--- src/rtl/fast_pkg.sv ---
// Shared definitions for the FAST ring fetch path: ring geometry, the offset
// LUT, the fetcher state encoding and the read-tag payload.
package fast_pkg;

  localparam int unsigned NUM_RING  = 16;
  localparam int unsigned RING_R    = 3;
  localparam int unsigned NUM_READS = NUM_RING + 1;
  localparam int unsigned TAG_IDX_W = 5;

  // Ring offsets, index 0..15, clockwise starting straight above the center.
  localparam int RING_DX [NUM_RING] = '{ 0,  1,  2,  3,  3,  3,  2,  1,
                                         0, -1, -2, -3, -3, -3, -2, -1};
  localparam int RING_DY [NUM_RING] = '{-3, -3, -2, -1,  0,  1,  2,  3,
                                         3,  3,  2,  1,  0, -1, -2, -3};

  typedef enum logic [2:0] {
    IDLE,
    ISSUE,
    DRAIN,
    REJECT,
    HOLD
  } state_t;

  // Tag travelling alongside each read: idx 0 is the center, 1..16 is ring[idx-1].
  typedef struct packed {
    logic                 valid;
    logic [TAG_IDX_W-1:0] idx;
  } tag_t;

endpackage

--- src/rtl/fast_addr_gen.sv ---
// Combinational read-address generator: center + ring offset for read index,
// optionally saturated to the image bounds.
// Ports:
//   center_x_i/center_y_i : center coordinate
//   idx_i                 : read index (0 = center, 1..16 = ring[idx-1])
//   x_addr_o/y_addr_o     : resulting read address
module fast_addr_gen
  import fast_pkg::*;
#(
  parameter int unsigned COORD_W     = 9,
  parameter int unsigned IMG_W       = 320,
  parameter int unsigned IMG_H       = 240,
  parameter int unsigned BORDER_MODE = 0
) (
  input  logic [COORD_W-1:0]   center_x_i,
  input  logic [COORD_W-1:0]   center_y_i,
  input  logic [TAG_IDX_W-1:0] idx_i,
  output logic [COORD_W-1:0]   x_addr_o,
  output logic [COORD_W-1:0]   y_addr_o
);

  localparam int unsigned AW = COORD_W + 1;

  logic [3:0]          ring_i;
  logic signed [AW-1:0] dx;
  logic signed [AW-1:0] dy;
  logic signed [AW-1:0] sx;
  logic signed [AW-1:0] sy;

  // Clamp mode saturates to [0, lim-1]; reject mode only sees interior centers.
  function automatic logic [COORD_W-1:0] fit(input logic signed [AW-1:0] v,
                                             input int unsigned lim);
    logic [COORD_W-1:0] r;
    r = v[COORD_W-1:0];
    if (BORDER_MODE == 0) begin
      if (v[AW-1]) begin
        r = '0;
      end else if (v[COORD_W-1:0] > COORD_W'(lim - 1)) begin
        r = COORD_W'(lim - 1);
      end
    end
    return r;
  endfunction

  // Offset lookup and signed address arithmetic.
  always_comb begin
    ring_i = 4'(idx_i - TAG_IDX_W'(1));
    dx     = '0;
    dy     = '0;
    if (idx_i != '0) begin
      dx = AW'(RING_DX[ring_i]);
      dy = AW'(RING_DY[ring_i]);
    end
    sx       = $signed({1'b0, center_x_i}) + dx;
    sy       = $signed({1'b0, center_y_i}) + dy;
    x_addr_o = fit(sx, IMG_W);
    y_addr_o = fit(sy, IMG_H);
  end

endmodule

--- src/rtl/fast_ring_fetcher.sv ---
// Fetches the center pixel and the 16-point radius-3 FAST ring around a
// coordinate, one frame-buffer read per cycle, and presents all 17 values
// in parallel behind a valid/ready handshake.
// Ports:
//   clk, n_rst            : clock, async active-low reset
//   start, curr_x, curr_y : fetch request (accepted only when idle)
//   rd_en, x_addr, y_addr : frame-buffer read port request
//   rd_data               : read data, RD_LAT cycles after the rd_en cycle
//   busy                  : not idle
//   ring_valid/ring_ready : result handshake
//   ring_pix, center_pix  : fetched pixels
//   border_flag           : center within 3 px of an image edge
module fast_ring_fetcher
  import fast_pkg::*;
#(
  parameter int unsigned PIX_W       = 8,
  parameter int unsigned COORD_W     = 9,
  parameter int unsigned IMG_W       = 320,
  parameter int unsigned IMG_H       = 240,
  parameter int unsigned RD_LAT      = 1,
  parameter int unsigned BORDER_MODE = 0
) (
  input  logic                             clk,
  input  logic                             n_rst,
  input  logic                             start,
  input  logic [COORD_W-1:0]               curr_x,
  input  logic [COORD_W-1:0]               curr_y,
  output logic                             rd_en,
  output logic [COORD_W-1:0]               x_addr,
  output logic [COORD_W-1:0]               y_addr,
  input  logic [PIX_W-1:0]                 rd_data,
  output logic                             busy,
  output logic                             ring_valid,
  input  logic                             ring_ready,
  output logic [NUM_RING-1:0][PIX_W-1:0]   ring_pix,
  output logic [PIX_W-1:0]                 center_pix,
  output logic                             border_flag
);

  localparam logic [TAG_IDX_W-1:0] LAST_IDX = TAG_IDX_W'(NUM_READS - 1);

  state_t                          state_q, state_d;
  logic [COORD_W-1:0]              cx_q, cx_d;
  logic [COORD_W-1:0]              cy_q, cy_d;
  logic [TAG_IDX_W-1:0]            idx_q, idx_d;
  logic                            rd_en_q, rd_en_d;
  logic [COORD_W-1:0]              x_addr_q, x_addr_d;
  logic [COORD_W-1:0]              y_addr_q, y_addr_d;
  logic                            busy_q, busy_d;
  logic                            ring_valid_q, ring_valid_d;
  logic                            border_q, border_d;
  logic [PIX_W-1:0]                center_q, center_d;
  logic [NUM_RING-1:0][PIX_W-1:0]  ring_q, ring_d;

  tag_t                            pipe_q [RD_LAT];
  tag_t                            tag_in;
  tag_t                            tag_out;
  logic                            near_edge_c;
  logic [COORD_W-1:0]              ag_x, ag_y;

  function automatic logic near_edge(input logic [COORD_W-1:0] x,
                                     input logic [COORD_W-1:0] y);
    return (x < COORD_W'(RING_R)) || (x > COORD_W'(IMG_W - RING_R - 1)) ||
           (y < COORD_W'(RING_R)) || (y > COORD_W'(IMG_H - RING_R - 1));
  endfunction

  assign near_edge_c = near_edge(curr_x, curr_y);

  // The tag enters the pipe at the end of its rd_en cycle, so the pipe output
  // lines up with the cycle in which rd_data carries that read.
  assign tag_in.valid = rd_en_q;
  assign tag_in.idx   = idx_q;
  assign tag_out      = pipe_q[RD_LAT-1];

  // Next state, latched request and capture registers.
  always_comb begin
    state_d  = state_q;
    cx_d     = cx_q;
    cy_d     = cy_q;
    idx_d    = idx_q;
    border_d = border_q;
    center_d = center_q;
    ring_d   = ring_q;

    unique case (state_q)
      IDLE: begin
        if (start) begin
          cx_d     = curr_x;
          cy_d     = curr_y;
          border_d = near_edge_c;
          idx_d    = '0;
          state_d  = ((BORDER_MODE == 1) && near_edge_c) ? REJECT : ISSUE;
        end
      end
      ISSUE: begin
        if (idx_q == LAST_IDX) begin
          state_d = DRAIN;
        end else begin
          idx_d = idx_q + TAG_IDX_W'(1);
        end
      end
      DRAIN: begin
        if (tag_out.valid && (tag_out.idx == LAST_IDX)) begin
          state_d = HOLD;
        end
      end
      REJECT: begin
        center_d = '0;
        ring_d   = '0;
        state_d  = HOLD;
      end
      HOLD: begin
        if (ring_ready) begin
          state_d = IDLE;
        end
      end
      default: state_d = IDLE;
    endcase

    if (tag_out.valid) begin
      if (tag_out.idx == '0) begin
        center_d = rd_data;
      end else begin
        ring_d[4'(tag_out.idx - TAG_IDX_W'(1))] = rd_data;
      end
    end
  end

  fast_addr_gen #(
    .COORD_W    (COORD_W),
    .IMG_W      (IMG_W),
    .IMG_H      (IMG_H),
    .BORDER_MODE(BORDER_MODE)
  ) u_addr_gen (
    .center_x_i(cx_d),
    .center_y_i(cy_d),
    .idx_i     (idx_d),
    .x_addr_o  (ag_x),
    .y_addr_o  (ag_y)
  );

  // Registered read port and status outputs, derived from the next state.
  always_comb begin
    rd_en_d      = (state_d == ISSUE);
    x_addr_d     = '0;
    y_addr_d     = '0;
    if (rd_en_d) begin
      x_addr_d = ag_x;
      y_addr_d = ag_y;
    end
    busy_d       = (state_d != IDLE);
    ring_valid_d = (state_d == HOLD);
  end

  always_ff @(posedge clk or negedge n_rst) begin
    if (!n_rst) begin
      state_q      <= IDLE;
      cx_q         <= '0;
      cy_q         <= '0;
      idx_q        <= '0;
      rd_en_q      <= 1'b0;
      x_addr_q     <= '0;
      y_addr_q     <= '0;
      busy_q       <= 1'b0;
      ring_valid_q <= 1'b0;
      border_q     <= 1'b0;
      center_q     <= '0;
      ring_q       <= '0;
      for (int i = 0; i < RD_LAT; i++) begin
        pipe_q[i] <= '0;
      end
    end else begin
      state_q      <= state_d;
      cx_q         <= cx_d;
      cy_q         <= cy_d;
      idx_q        <= idx_d;
      rd_en_q      <= rd_en_d;
      x_addr_q     <= x_addr_d;
      y_addr_q     <= y_addr_d;
      busy_q       <= busy_d;
      ring_valid_q <= ring_valid_d;
      border_q     <= border_d;
      center_q     <= center_d;
      ring_q       <= ring_d;
      pipe_q[0]    <= tag_in;
      for (int i = 1; i < RD_LAT; i++) begin
        pipe_q[i] <= pipe_q[i-1];
      end
    end
  end

  assign rd_en       = rd_en_q;
  assign x_addr      = x_addr_q;
  assign y_addr      = y_addr_q;
  assign busy        = busy_q;
  assign ring_valid  = ring_valid_q;
  assign border_flag = border_q;
  assign center_pix  = center_q;
  assign ring_pix    = ring_q;

endmodule

--- config.mk ---
export PLATFORM = sky130hd
export DESIGN_NAME = fast_ring_fetcher
export DESIGN_NICKNAME = d
export VERILOG_FILES = /design/src/rtl/fast_pkg.sv /design/src/rtl/fast_addr_gen.sv /design/src/rtl/fast_ring_fetcher.sv
export SDC_FILE = /design/constraint.sdc
export NUM_CORES = 1
export LEC_CHECK = 0
export CELL_PAD_IN_SITES_DETAIL_PLACEMENT = 2
export CELL_PAD_IN_SITES_GLOBAL_PLACEMENT = 2
export CORE_MARGIN = 4
export CORE_UTILIZATION = 31
export DETAILED_ROUTE_END_ITERATION = 6
export GPL_TIMING_DRIVEN = 0
export MAX_ROUTING_LAYER = met4
export PLACE_DENSITY = 0.81
export SYNTH_ARGS = -nofsm -noshare
export SYNTH_HDL_FRONTEND = slang
export SYNTH_SLANG_ARGS = --single-unit
export TNS_END_PERCENT = 100
--- constraint.sdc ---
create_clock -name clk -period 6.61 [get_ports clk]
set_input_delay 1.322 -clock clk [delete_from_list [all_inputs] [get_ports clk]]
set_output_delay 1.322 -clock clk [all_outputs]
set_load 0.005 [all_outputs]
==> results.md, run 1 <==
* Setup crit start: start
* CTS tree: yes
* Clock Sinks at between 150 and 200
* Die Span Y at 177 um
* Mux cell area share after synthesis at 0.0255
* Post-Synth XOR/XNOR Area at 0.0204
* First-pass GRT wire length at 49.6 mm
* Final period utilization at 0.921
* Setup crit end: y_addr[6]
* Initial antenna violation count at 1
* Area Overhead vs Synth at 32.4%
* Synthesized flop and latch total at between 150 and 200
* Period minus WS final at between 6000 and 7000 ps
* Synth area leaders: dfrtp_1 (54%), nand2_1 (12%), o21ai_0 (8.2%)
* Largest net degree at the start of global routing at roughly 120
* GRT overflow at 0
* Crit-path max cell delay at 460 ps
* Setup-failing EPs final at 0
* Cell taking the most area after synthesis: dfrtp_1
* Min-Delay Path Class: reg2reg
* CTS buffer count at 17
* Worst skew pair latency at around 440 ps
* Number of global-route vias before repair at about 8,600
* Critical path launch point type: input pin
* Slowest cell on the critical path: or3_1
* Overall Global Routing Usage at 0.206
* Core region area at approximately 28,000 um^2
* Primary FF master, synth: dfrtp_1
* Distinct cells, synth at between 70 and 80
* Synthesized cell area at between 8000 and 9000 um^2
* Drc violations at 0
* Final Hold Fails at 0
* Simple-gate portion of the synthesized area at 0.198
* Commonest cells after routing, fill and taps aside: nand2_1 (291), dfrtp_1 (190), clkdlybuf4s50_1 (178)
* Post-DRT Antenna Nets at 0
* Adder-cell area share of the yosys netlist at 0.0306
* Drt via density at roughly 5.0
* Worst reg2reg path startpoint: idx_q[0]
* Critical path peak fanout at 13
* Final Core Density at 0.420
* Row cnt at between 60 and 70
* Largest family of logic cells by synthesized area: simple AND/OR/NAND/NOR gates
* Synth async-reset ratio at 1.00
* Initial Util at 0.317
* Post-Synthesis Net Count at between 1,000 and 1,500
* Cell Chain, Critical Path: clkdlybuf4s50_1 -> nor2_1 -> or2_4 -> a21o_1 -> a21boi_1 -> ha_1 -> or3_1 -> and4_1 -> o21ai_1 -> o21ai_4 -> ha_1 -> nor3_1 -> or3_1 -> o221a_4 -> o41a_1 -> o21bai_2 -> xnor2_2 -> nor2b_1 -> nor2_2
* Slew Limit Fails at 0
* Register area share after synthesis at 0.535
* RD Place Congestion at 0.801
* Max Clk Rate at between 0.15 and 0.2 GHz
* H-tree level count at 4
* Total iterations of the first detailed-routing run at 5
* Clk_skew at roughly 23 ps
* Post-synth EDFFs at 0
* Reg2reg setup slack at between 1000 and 1500 ps
* WP data arrival at 6410 ps
* Die Area at 31,400 um^2
* Required @ worst endpoint at 6930 ps
* Post-DR wirelength/cell at roughly 20 um
* Critical R2R Capture: y_addr[6]
* Hold_buf cts at 0
* Status: finished, final reports clean
* Vias at just under 8,000
* Postcts setup bufs at 0
* Post-synth top area share at 0.535
* Clock Path Buffers at 2
* Boundary pin count at 188
* Setup Total Neg Slack at 0 ps
* Hold slack at roughly 360 ps
* Layout cells sized above 1 at 0.0714
* CP Class: in2reg
* MaxCap Viol Count at 0
* DP Wirelength at 22.8 mm
* Avg Cell Area, Syn at 9.20 um^2
* Clock Tree Root: clkbuf_16
* Iter 0 DRT Violations at 330
* Die width at 177 um
* Gate Count Post-Synth at 965
* RSZ-0062 raised after global routing: false
* Worst-Margin Slew at about 950 ps
* Reg clk slew, reported paths at approximately 70 ps
* R2R depth at 19
* YS warnings at 0
* Total routed wirelength at approximately 31 mm
* Compound-Gate Fraction of Synth Area at 0.151
* Post-CTS Resized at 0
* Port Buffers at 179
* Worst Setup End Kind: register
* Worst relative slew slack at 0.367
* Layout net count at about 1,200
* Leading cell type in the layout, fill and taps excluded: nand2_1
## worst max-delay path: cells and delay by family
| kind | cells | cell delay [ps] |
|---|---|---|
| buffers and inverters | 1 | 410 |
| AOI/OAI and AO/OA | 7 | 1730 |
| adders and majority gates | 2 | 760 |
| xor gates and xnor gates | 1 | 200 |
| and+or+nand+nor | 8 | 1970 |
## logic make-up after synthesis
kind of cell,count (synthesis)
AOI/OAI and AO/OA,227
xor gates and xnor gates,19
and+or+nand+nor,400
other,1
adders and majority gates,21
DFF,190
buffers and inverters,86
muxes,21
## layer usage
| layer | track usage | vias up | wire [um] |
|---|---|---|---|
| met2 | 0.359 | 158 | 16100 |
| met1 | 0.256 | 4011 | 13700 |
| met4 | 0.0377 | 0 | 272 |
| met5 | - | - | 0 |
| li1 | - | 3628 | - |
| met3 | 0.0355 | 18 | 1230 |
## area by class of cell
type                    instances  area (um^2)
well taps                     378          473
repair buffers                180         1820
multi-input cells             689         3790
clock buffers                  18          429
diodes                          1         2.50
plain buffers                  56          226
clock inverters                14          144
flip-flops and latches        190         4750
inverters                      30          113
fillers                      3082        16200
## synthesized netlist by cell type (5+ instances only)
cell type and count:
nand2_1 291, dfrtp_1 190, o21ai_0 145, clkbuf_1 48, nor2_1 37, a21oi_1 28
inv_1 28, ha_1 16, mux2_2 13, xnor2_1 11, nor3_1 9, a21o_1 8
mux2i_1 8, or3_1 8, a31oi_1 6, nand3_1 6, xor2_1 6, a211oi_1 5
nand4_1 5, nor3b_1 5, o21ai_1 5
## stage by stage
| stage | cells | cell area, um^2 | worst slack, ps |
|---|---|---|---|
| floorplan | 965 | 8880 | 1210 |
| global placement | 1522 | 11100 | -4160 |
| detailed placement | 1523 | 11200 | 25.1 |
| CTS | 1555 | 11800 | 484 |
| global route | 1556 | 11800 | 199 |
| finish | 1556 | 11800 | 520 |
## state kept, by name, indices dropped and copies added (netlist names)
| signal | flops |
|---|---|
| busy | 1 |
| pipe_q | 6 |
| state_q | 3 |
| x_addr | 9 |
| ring_pix | 128 |
| y_addr | 9 |
| cy_q | 9 |
| rd_en | 1 |
| cx_q | 9 |
| center_pix | 8 |
| idx_q | 5 |
| border_flag | 1 |
| ring_valid | 1 |
## worst min-delay path by stage
| stage | slack, ps | depth (start not counted) | startpoint | end |
|---|---|---|---|---|
| floorplan | 350 | 0 | idx_q[2] | pipe_q[2] |
| global placement | 360 | 0 | rd_en | pipe_q[5] |
| detailed placement | 370 | 0 | rd_en | pipe_q[5] |
| CTS | 380 | 0 | rd_en | pipe_q[5] |
| global route | 390 | 0 | rd_en | pipe_q[5] |
| finish | 360 | 0 | rd_en | pipe_q[5] |
Power of run 1 is left out: the tool's default activity adds up to more than one toggle a clock period on the data nets, which glitch-free logic cannot reach.
==> run 2, diff against run 1 <==
CORE_UTILIZATION = 38   (was 31)
DONT_BUFFER_PORTS = 1   (was default)
PLACE_DENSITY = default   (was 0.81)
PLACE_DENSITY_LB_ADDON = 0.1   (was default)
==> results.md, run 2 (synthesis results as in run 1) <==
* Status: finished, final reports clean
* Initial antenna violation count at 0 (-1)
* Crit path max-delay family: simple AND/OR/NAND/NOR gates
* Clock Tree Root: clkbuf_16
* Dpl cells at 1,278 (-16%)
* Clock Path Buffers at 2 (unchanged)
* CTS buffer count at 17 (unchanged)
* Max Clk Rate at 0.176 GHz (+7.3%)
* Number of fill cells at 2,537 (-18%)
* Largest net degree at the start of global routing at 191 (+61%)
* Final period utilization at 0.859 (-0.0624)
* Number of global-route vias before repair at 7,675 (-11%)
* Hold_buf cts at 0 (unchanged)
* Critical path launch point type: input pin
* Layout net count at 1,032 (-15%)
* Die Area at 25,900 um^2 (-18%)
* Post-DRT Antenna Nets at 0 (unchanged)
* Cell Chain, Critical Path: nor2_1 -> or2_4 -> a21o_1 -> a21boi_1 -> ha_1 -> or3_1 -> and4_1 -> o21ai_1 -> o21ai_4 -> ha_1 -> nor3_1 -> or3_1 -> o221a_4 -> o41a_1 -> o21bai_2 -> xnor2_2 -> nor2b_1 -> nor2_2
* Area Overhead vs Synth at 11.2%
* Worst slack, placed at 558 ps (+533 ps)
* Die Span Y at 161 um (-9.2%)
* Core region area at 22,800 um^2 (-18%)
* Worst skew pair latency at 450 ps (about the same)
* Required @ worst endpoint at 6940 ps (about the same)
* Layout cells sized above 1 at 0.0822 (+0.0109)
* Boundary pin count at 188 (unchanged)
* Clock Sinks at 190 (unchanged)
* Drt via density at 5.39 (+7.2%)
* Setup Total Neg Slack at 0 ps (unchanged)
* Post-DR wirelength/cell at 21.7 um (+7.7%)
* Final Hold Fails at 0 (unchanged)
* Worst-Margin Slew at 1170 ps (+220 ps)
* Drc violations at 0 (unchanged)
* RD Place Congestion at 0.797 (-0.50%)
* Ant. Diodes at 0 (-1)
* RSZ-0062 raised after global routing: false
* Worst relative slew slack at 0.209 (-0.157)
* Min-Delay Path Class: reg2reg
* Setup ws final at 932 ps (+412 ps)
* Row cnt at 55 (-9.8%)
* Cell area after layout at 9880 um^2 (-16%)
* Max FFs per register at 128 (unchanged)
* DP Wirelength at 19.7 mm (-14%)
* Postcts setup bufs at 0 (unchanged)
* Overall Global Routing Usage at 0.228 (+0.0220)
* Critical path peak fanout at 13 (unchanged)
* Die width at 161 um (-9.2%)
* Multi-input gate area at 3790 um^2 (-0.16%)
* Iter 0 DRT Violations at 312 (-5.5%)
* Total routed wirelength at 28.4 mm (-9.3%)
* Worst Setup End Kind: register
* MaxCap Viol Count at 0 (unchanged)
* Clk_skew at 23.7 ps (+0.731 ps)
* Period minus WS final at 5680 ps (-412 ps)
* CP Buf/Inv Count at 0 (-1)
* First-pass GRT wire length at 45.1 mm (-9.1%)
* FF/Latch Area at 4750 um^2 (unchanged)
* Setup-failing EPs final at 0 (unchanged)
* Post-CTS Resized at 0 (unchanged)
* GRT overflow at 0 (unchanged)
* Slowest cell on the critical path: or3_1
* CTS tree: yes
* Commonest cells after routing, fill and taps aside: nand2_1 (291), dfrtp_1 (190), o21ai_0 (145)
* Vias at 7,056 (-9.7%)
* Slew Limit Fails at 0 (unchanged)
* Port Buffers at 0 (-100%)
* Non-Filler Instances at 1,310 (-16%)
* H-tree level count at 4 (unchanged)
* Leading cell type in the layout, fill and taps excluded: nand2_1
* Crit-path max cell delay at 460 ps (about the same)
* WP data arrival at 6010 ps (-400 ps)
* Initial Util at 0.389 (+0.0717)
* CP Class: in2reg
* Cell Area, Placed at 9270 um^2 (-17%)
* Reg clk slew, reported paths at 80 ps (about the same)
* Total iterations of the first detailed-routing run at 4 (-1)
[run 2: cell count changes in the layout (fill, tap and decap cells not counted), sizes merged]
| cell | delta |
|---|---|
| buf | -2 |
| clkdlybuf4s50 | -178 |
| clkinv | +2 |
| clkinvlp | -2 |
| diode | -1 |
[run 2: worst register-to-register path, cell delays in order, from the launching register on]
cell,delay (ps)
dfrtp_1,550
inv_1,90
ha_1,200
and4bb_2,290
or3_1,370
a21boi_1,240
ha_1,370
or3_1,460
and4_1,260
o21ai_1,260
o21ai_4,200
ha_1,440
nor3_1,100
or3_1,330
o221a_4,290
o41a_1,420
o21bai_2,160
xnor2_2,200
nor2b_1,210
nor2_2,40
[run 2: through the flow]
step,utilization,hold slack (ps)
6_report,0.432,374
5_1_grt,0.432,401
4_1_cts,0.432,376
3_5_place_dp,0.406,360
3_3_place_gp,0.406,361
2_1_floorplan,-,349
[run 2: layout make-up]
class                   count  share of cell area
multi-input cells         689               0.384
clock inverters            14              0.0167
plain buffers              56              0.0229
well taps                 313              0.0396
inverters                  30              0.0114
clock buffers              18              0.0445
flip-flops and latches    190               0.481
[run 2: worst paths after layout]
check | slack (ps) | end | start | cells past startpoint
setup / recovery | 930 | y_addr[6] | start | 18
setup reg to reg | 1040 | y_addr[6] | idx_q[0] | 19
max in group asynchronous | 5780 | cx_q[8] | n_rst | 0
min in group asynchronous | 560 | ring_pix[37] | n_rst | 0
hold / removal | 370 | pipe_q[2] | idx_q[2] | 0
hold reg to reg | 370 | pipe_q[2] | idx_q[2] | 0
[run 2: metal layers]
metal | share of wire | track usage | vias to the layer above | wire length [um]
met5 | 0 | - | - | 0
met4 | 0.0077 | 0.0423 | 0 | 220
met3 | 0.054 | 0.0585 | 12 | 1540
met2 | 0.53 | 0.401 | 136 | 14900
met1 | 0.41 | 0.268 | 3638 | 11700
li1 | - | - | 3270 | -
Power of run 2 is left out for the same reason.
